File: src/rtl/tlx_fwd_credit_tx.sv
// tlx_fwd_credit_tx: credit-gated FIFO transmit stage for the TLX forward payload stream.
// Define TLX_FWD_CREDIT_ERR_EN to make CREDIT_ERR a sticky credit-overflow flag; otherwise it is tied low.
module tlx_fwd_credit_tx #(
  parameter int DEPTH = 4,
  parameter int MAX_CREDITS = 8,
  parameter int INIT_CREDITS = 8,
  localparam int CW = $clog2(MAX_CREDITS + 1)
) (
  input  logic          FWD_CLK,
  input  logic          FWD_RESET,
  input  logic          IN_TVALID,
  output logic          IN_TREADY,
  input  logic [39:0]   IN_TDATA,
  output logic          FWD_PAYLOAD_TVALID,
  output logic [39:0]   FWD_PAYLOAD_TDATA,
  input  logic          CREDIT_TVALID,
  input  logic [2:0]    CREDIT_TDATA,
  output logic [CW-1:0] CREDIT_COUNT,
  output logic          CREDIT_ERR
);
  localparam int AW = $clog2(DEPTH);
  localparam int SW = CW + 4;
  logic [39:0]   mem [DEPTH];
  logic [AW:0]   wp, rp, wp_n, rp_n;
  logic [SW-1:0] sum;
  logic          empty, issue, push, ovf;
  assign empty = wp == rp;
  assign issue = !empty && CREDIT_COUNT != '0;
  assign push  = IN_TVALID && IN_TREADY;
  assign wp_n  = wp + {{AW{1'b0}}, push};
  assign rp_n  = rp + {{AW{1'b0}}, issue};
  // wide enough that count plus a full return never wraps before the saturation test
  assign sum   = SW'(CREDIT_COUNT) - SW'(issue) + (CREDIT_TVALID ? SW'(CREDIT_TDATA) : SW'(0));
  assign ovf   = sum > SW'(MAX_CREDITS);
  always_ff @(posedge FWD_CLK or posedge FWD_RESET) begin
    if (FWD_RESET) begin
      wp <= '0;
      rp <= '0;
      IN_TREADY <= 1'b0;
      FWD_PAYLOAD_TVALID <= 1'b0;
      FWD_PAYLOAD_TDATA <= '0;
      CREDIT_COUNT <= CW'(INIT_CREDITS);
    end else begin
      wp <= wp_n;
      rp <= rp_n;
      IN_TREADY <= (wp_n ^ rp_n) != {1'b1, {AW{1'b0}}};
      FWD_PAYLOAD_TVALID <= issue;
      if (issue) FWD_PAYLOAD_TDATA <= mem[rp[AW-1:0]];
      CREDIT_COUNT <= ovf ? CW'(MAX_CREDITS) : sum[CW-1:0];
    end
  end
  always_ff @(posedge FWD_CLK) begin
    if (push) mem[wp[AW-1:0]] <= IN_TDATA;
  end
`ifdef TLX_FWD_CREDIT_ERR_EN
  always_ff @(posedge FWD_CLK or posedge FWD_RESET) begin
    if (FWD_RESET) CREDIT_ERR <= 1'b0;
    else if (ovf) CREDIT_ERR <= 1'b1;
  end
`else
  assign CREDIT_ERR = 1'b0;
`endif
endmodule

File: config.mk
export PLATFORM = sky130hd
export DESIGN_NAME = tlx_fwd_credit_tx
export DESIGN_NICKNAME = d
export VERILOG_FILES = /design/src/rtl/tlx_fwd_credit_tx.sv
export SDC_FILE = /design/constraint.sdc
export NUM_CORES = 1
export LEC_CHECK = 0
export ABC_AREA = 1
export ABC_CLOCK_PERIOD_IN_PS = 4650
export CAP_MARGIN = 20
export CORE_MARGIN = 4
export CORE_UTILIZATION = 56
export DETAILED_ROUTE_END_ITERATION = 8
export PLACE_DENSITY_LB_ADDON = 0.12
export SYNTH_ARGS = -nofsm -noshare
export SYNTH_HDL_FRONTEND = slang
export SYNTH_SLANG_ARGS = --single-unit
File: constraint.sdc
create_clock -name FWD_CLK -period 4.65 [get_ports FWD_CLK]
set_input_delay 0.6975 -clock FWD_CLK [delete_from_list [all_inputs] [get_ports FWD_CLK]]
set_output_delay 0.6975 -clock FWD_CLK [all_outputs]
set_load 0.01 [all_outputs]
# After elaboration in Yosys (flattened, before gate mapping)
# Memory sizes are Yosys's and may differ from the RTL's. A register that Yosys moved wholly into a read port is not among the register bits.
# Cells that the tools add are included.
[op_classes] div=0 shift=0 addsub=4 n_mul=0 n_eq_ne=2 muxes=4 reduce_logical=4 bitwise=1 order_cmp=1
[ops] operator="$gt A8 B4 Y1 const B" n=1
[ops] operator="$add A3 B1 Y3" n=2
[ops] operator="$add A5 B4 Y6" n=1
[ops] operator="$sub A4 B1 Y5" n=1
[ops] operator="$mux W4" n=1
[ops] operator="$reduce_bool A4 Y1" n=1
[ops] operator="$eq A3 B3 Y1" n=1
[ops] operator="$mux W3" n=1
[ops] operator="$ne A3 B3 Y1 const B" n=1
[ops] operator="$xor A3 B3 Y3" n=1
[ops] operator="$logic_and A1 B1 Y1" n=2
[ops] operator="$mux W1" n=2
[ops] operator="$logic_not A1 Y1" n=1
[totals] n_memories=1 regBits=12 inputBits=47 mem_bits_ro=0 output_inout_bits=47 latchBits=0 elab_cells=22 mem_bits_rw=160
[memory_table] name="mem" depth=4 word_bits=40 rd=1 rd_ports_with_merged_regs=1 wr=1 line="23" rtl="logic [39:0] mem [DEPTH];"

# Depth between registers and ports, before layout
[logic_depth] ltp_word=7 ltp_mapped=18 depth_no_buf=17

# Worst setup path before layout
# No wires, ideal clock.
[synth_timing] path_type="in2reg" startpoint="input port IN_TVALID" endpoint="memory mem[1][0], enable pin" n_path_buf=0 t_arrival_ns=3.544 setup_slack_ns=0.619 stages=2 t_required_ns=4.163 setup_time_ns=0.487 path_cell_list="nand2_1 > nor3_1"
[synth_via] elab_chain_cells=3
[synth_rtl] item="from (decl)" line="11" rtl="input logic IN_TVALID,"
[synth_rtl] item="$logic_and A1 B1 Y1" line="29" rtl="assign push = IN_TVALID && IN_TREADY;"
[synth_rtl] item="$mux W1" line="53" rtl="if (push) mem[wp[AW-1:0]] <= IN_TDATA;"
[synth_rtl] item="$mux W1 (implied by the code)" line="53"
[synth_rtl] item="to (decl)" line="23"
# Every way passes these cells.

# Final worst setup path
[layout_timing] startpoint="register wp[1]" endpoint="register CREDIT_COUNT[2]"
[layout_via] elab_chain_cells=7
[layout_rtl] item="from (decl)" line="24" rtl="logic [AW:0] wp, rp, wp_n, rp_n;"
[layout_rtl] item="from (signal assigned)" line="44" rtl="wp <= wp_n;"
[layout_rtl] item="$eq A3 B3 Y1 (*)" line="27" rtl="assign empty = wp == rp;"
[layout_rtl] item="$logic_not A1 Y1 (*)" line="28" rtl="assign issue = !empty && CREDIT_COUNT != '0;"
[layout_rtl] item="$logic_and A1 B1 Y1 (*)" line="28"
[layout_rtl] item="$sub A4 B1 Y5 (*)" line="33" rtl="assign sum = SW'(CREDIT_COUNT) - SW'(issue) + (CREDIT_TVALID ? SW'(CREDIT_TDATA) : SW'(0));"
[layout_rtl] item="$add A5 B4 Y6 (*)" line="33"
[layout_rtl] item="$gt A8 B4 Y1" line="34" rtl="assign ovf = sum > SW'(MAX_CREDITS);"
[layout_rtl] item="$mux W4 (*)" line="49" rtl="CREDIT_COUNT <= ovf ? CW'(MAX_CREDITS) : sum[CW-1:0];"
[layout_rtl] item="to (signal assigned)" line="42" rtl="CREDIT_COUNT <= CW'(INIT_CREDITS);"
[layout_rtl] item="to (signal assigned)" line="49"
[layout_rtl] item="to (decl)" line="18" rtl="output logic [CW-1:0] CREDIT_COUNT,"
# Mark *: on every way between the ends. The rest lies on a longest branch, timed or not.

==> results.cfg <==
[floorplanning]
coreArea_mm2 = 0.01464
ios = 94
die_h_um = 130.8
die_w_um = 130.8
start_util_pct = 57.70
fp.dieArea_mm2 = 0.01712
rows = 44

[synth]
ys_ff_latch = 212
synth_nets = 748
synth.avg_cell_area_um2 = 12.25
syn-cell-area_mm2 = 0.008449
ys_seq_area_share_pct = 72.28
syn_inst = 690
ys_types = 29
synth_warnings = 0

[route]
drt-total-wl_mm = 16.59
via_count = 5225
wl_per_cell_um = 16.88
drc = 0
drtPass1Iterations = 5
drtIter0Drc = 289
viasPerCell = 5.315
drtAntennaViolNets = 0

[sta]
max_clock_freq_ghz = 0.2782
tightest_slew_ps = 851.3
period_needed_ps = 3595
fin_crit_sh_pct = 77.31
setup_viol = 0
rsz0062_at_grt = false
slew_violations = 0
slew_headroom_pct = 43.24
fin_setup_tns_ps = 0
fin_skew_ps = 7.783
hold_slack_ps = 482.7
hold_viol_final = 0

[global_routing]
track_usage_pct = 19.92
antenna_found_initial = 0
grt_pass1_wl_mm = 26.57
grt_max_degree = 83
grt_pass1_vias = 5224
overflow = 0

[critical_path]
worstPathRequired_ps = 5020
arrival_ps = 3970
start_kind = register
crit_start = wp[1]
r2r_start = wp[1]
worst_setup_path_end_kind = register
cp_max_fo = 43
critPathKind = register to register

[placed_design]
gp_congestion = 0.7862
port_buffers = 92
hpwl_mm = 9.261

[hold_path]
hold_path.class = register to register
hold_path_startpoint = FWD_PAYLOAD_TDATA[6]

[final_layout]
n_antenna_cell = 0
final_common_cell = edfxtp_1
drive_above_1_share_pct = 12.27
area_delta_synth_final_pct = 20.92
layout_common_cells = 160 x edfxtp_1, 129 x nor2_1, 98 x nand2_1
nets = 841
fillers = 1022

[clocking]
cts_tree = built
insertion_delay_ps = 490
cts_hold_buffers = 0
clockRootBuffer = clkbuf_16
clock_sinks = 212
cts_inserted_buffers = 22
cts.clk_slew.worst_paths_ps = 60
htreeDepth = 1
cts_setup_buffers = 0
ctsResizeCount = 0
clockBufferDepth = 3

[power_and_ir_drop]
vdd.ir_drop.worst_uv = 523.3
p_per_area_mw_per_mm2 = 742.3
leakagePower_nw = 3.903

[job]
maxCapViolations = 0

[run_status]
outcome = finished clean
kinds of logic (layout without fill, tap and decap cells):
family / after synthesis / in the layout / share of synthesized area (%)
other cells: 1 / 1 / 0.04438
fa+ha+maj: 11 / 11 / 1.718
compound gates: 123 / 123 / 7.286
simple gates: 280 / 280 / 13.98
flops: 212 / 212 / 72.28
xor+xnor: 9 / 9 / 1.022
buf+inv: 54 / 163 / 3.672
per-layer routing:
layer	track usage [%]	share of wire, %	wire length (um)
met3	3.496	4.8	799
met1	26.45	42	6960
met2	34.31	52	8560
met4	5.324	1.6	269
met5	0	0	0
metrics by stage:
| step | power [W] | setup WS (ps) | util [%] | cell area (um^2) | cells |
|---|---|---|---|---|---|
| 2_1_floorplan | 0.005044 | 618.8 | - | 8449 | 690 |
| 3_3_place_gp | 0.005772 | 1273 | 64.75 | 9482 | 943 |
| 3_5_place_dp | 0.005902 | 1076 | 64.75 | 9482 | 943 |
| 4_1_cts | 0.007671 | 1050 | 69.77 | 10220 | 983 |
| 5_1_grt | 0.008148 | 679.0 | 69.77 | 10220 | 983 |
| 6_report | 0.007584 | 1055 | 69.77 | 10220 | 983 |
synth_stat cells (all sizes together):
| cell | count | area [um^2] |
|---|---|---|
| a21oi | 1 | 5.000 |
| buf | 20 | 175.2 |
| clkbuf | 15 | 56.30 |
| conb | 1 | 3.750 |
| dfrtp | 51 | 1276 |
| dfstp | 1 | 26.28 |
| edfxtp | 160 | 4805 |
| fa | 1 | 20.02 |
| ha | 10 | 125.1 |
| inv | 19 | 78.82 |
| nand2 | 138 | 623.1 |
| nand3 | 7 | 35.03 |
| nand4 | 1 | 12.51 |
| nor2 | 129 | 484.2 |
| nor3 | 4 | 20.02 |
| o21ai | 122 | 610.6 |
| or2 | 1 | 6.260 |
| xnor2 | 4 | 42.55 |
| xor2 | 5 | 43.79 |
worst max-delay path, stage by stage, from the launching register on:
cell,delay (ps)
dfrtp_1,420
inv_1,120
or2_1,230
nand4_2,110
nand2_4,330
inv_8,460
ha_1,280
ha_1,190
xor2_1,230
ha_1,300
nand2_1,80
nand2_1,50
nor2_1,240
inv_1,90
nand2_1,80
nand3_1,60
nand2_1,110
nor2_1,50
power by group:
part,internal [W],switching (W)
clock,0.00106,0.000681
sequential,0.00260,0.000192
combinational,0.00113,0.00192
state kept, by name (all words and copies together) (netlist names):
register and cells:
CREDIT_COUNT 4, FWD_PAYLOAD_TDATA 40, FWD_PAYLOAD_TVALID 1, IN_TREADY 1, mem 160, rp 3, wp 3
layout make-up:
type                    instances  area [um^2]  share of cell area [%]
flip-flops and latches        212         6110                   59.80
multi-input cells             424         2052                   20.08
repair buffers                104         1011                   9.895
clock buffers                  30        631.9                   6.184
well taps                     184        230.2                   2.253
clock inverters                10        103.9                   1.016
inverters                      19        78.83                  0.7715
path summary, 6_finish.rpt:
path / to / slack (ps) / cells past startpoint
hold / removal: FWD_PAYLOAD_TDATA[6] / 480 / 2
hold reg to reg: FWD_PAYLOAD_TDATA[6] / 480 / 2
setup reg to reg: CREDIT_COUNT[2] / 1060 / 17
max in group asynchronous: rp[1] / 3400 / 3
setup / recovery: CREDIT_COUNT[2] / 1060 / 17
min in group asynchronous: FWD_PAYLOAD_TDATA[18] / 730 / 3
Note: power is estimated with default switching activity, not from simulation.
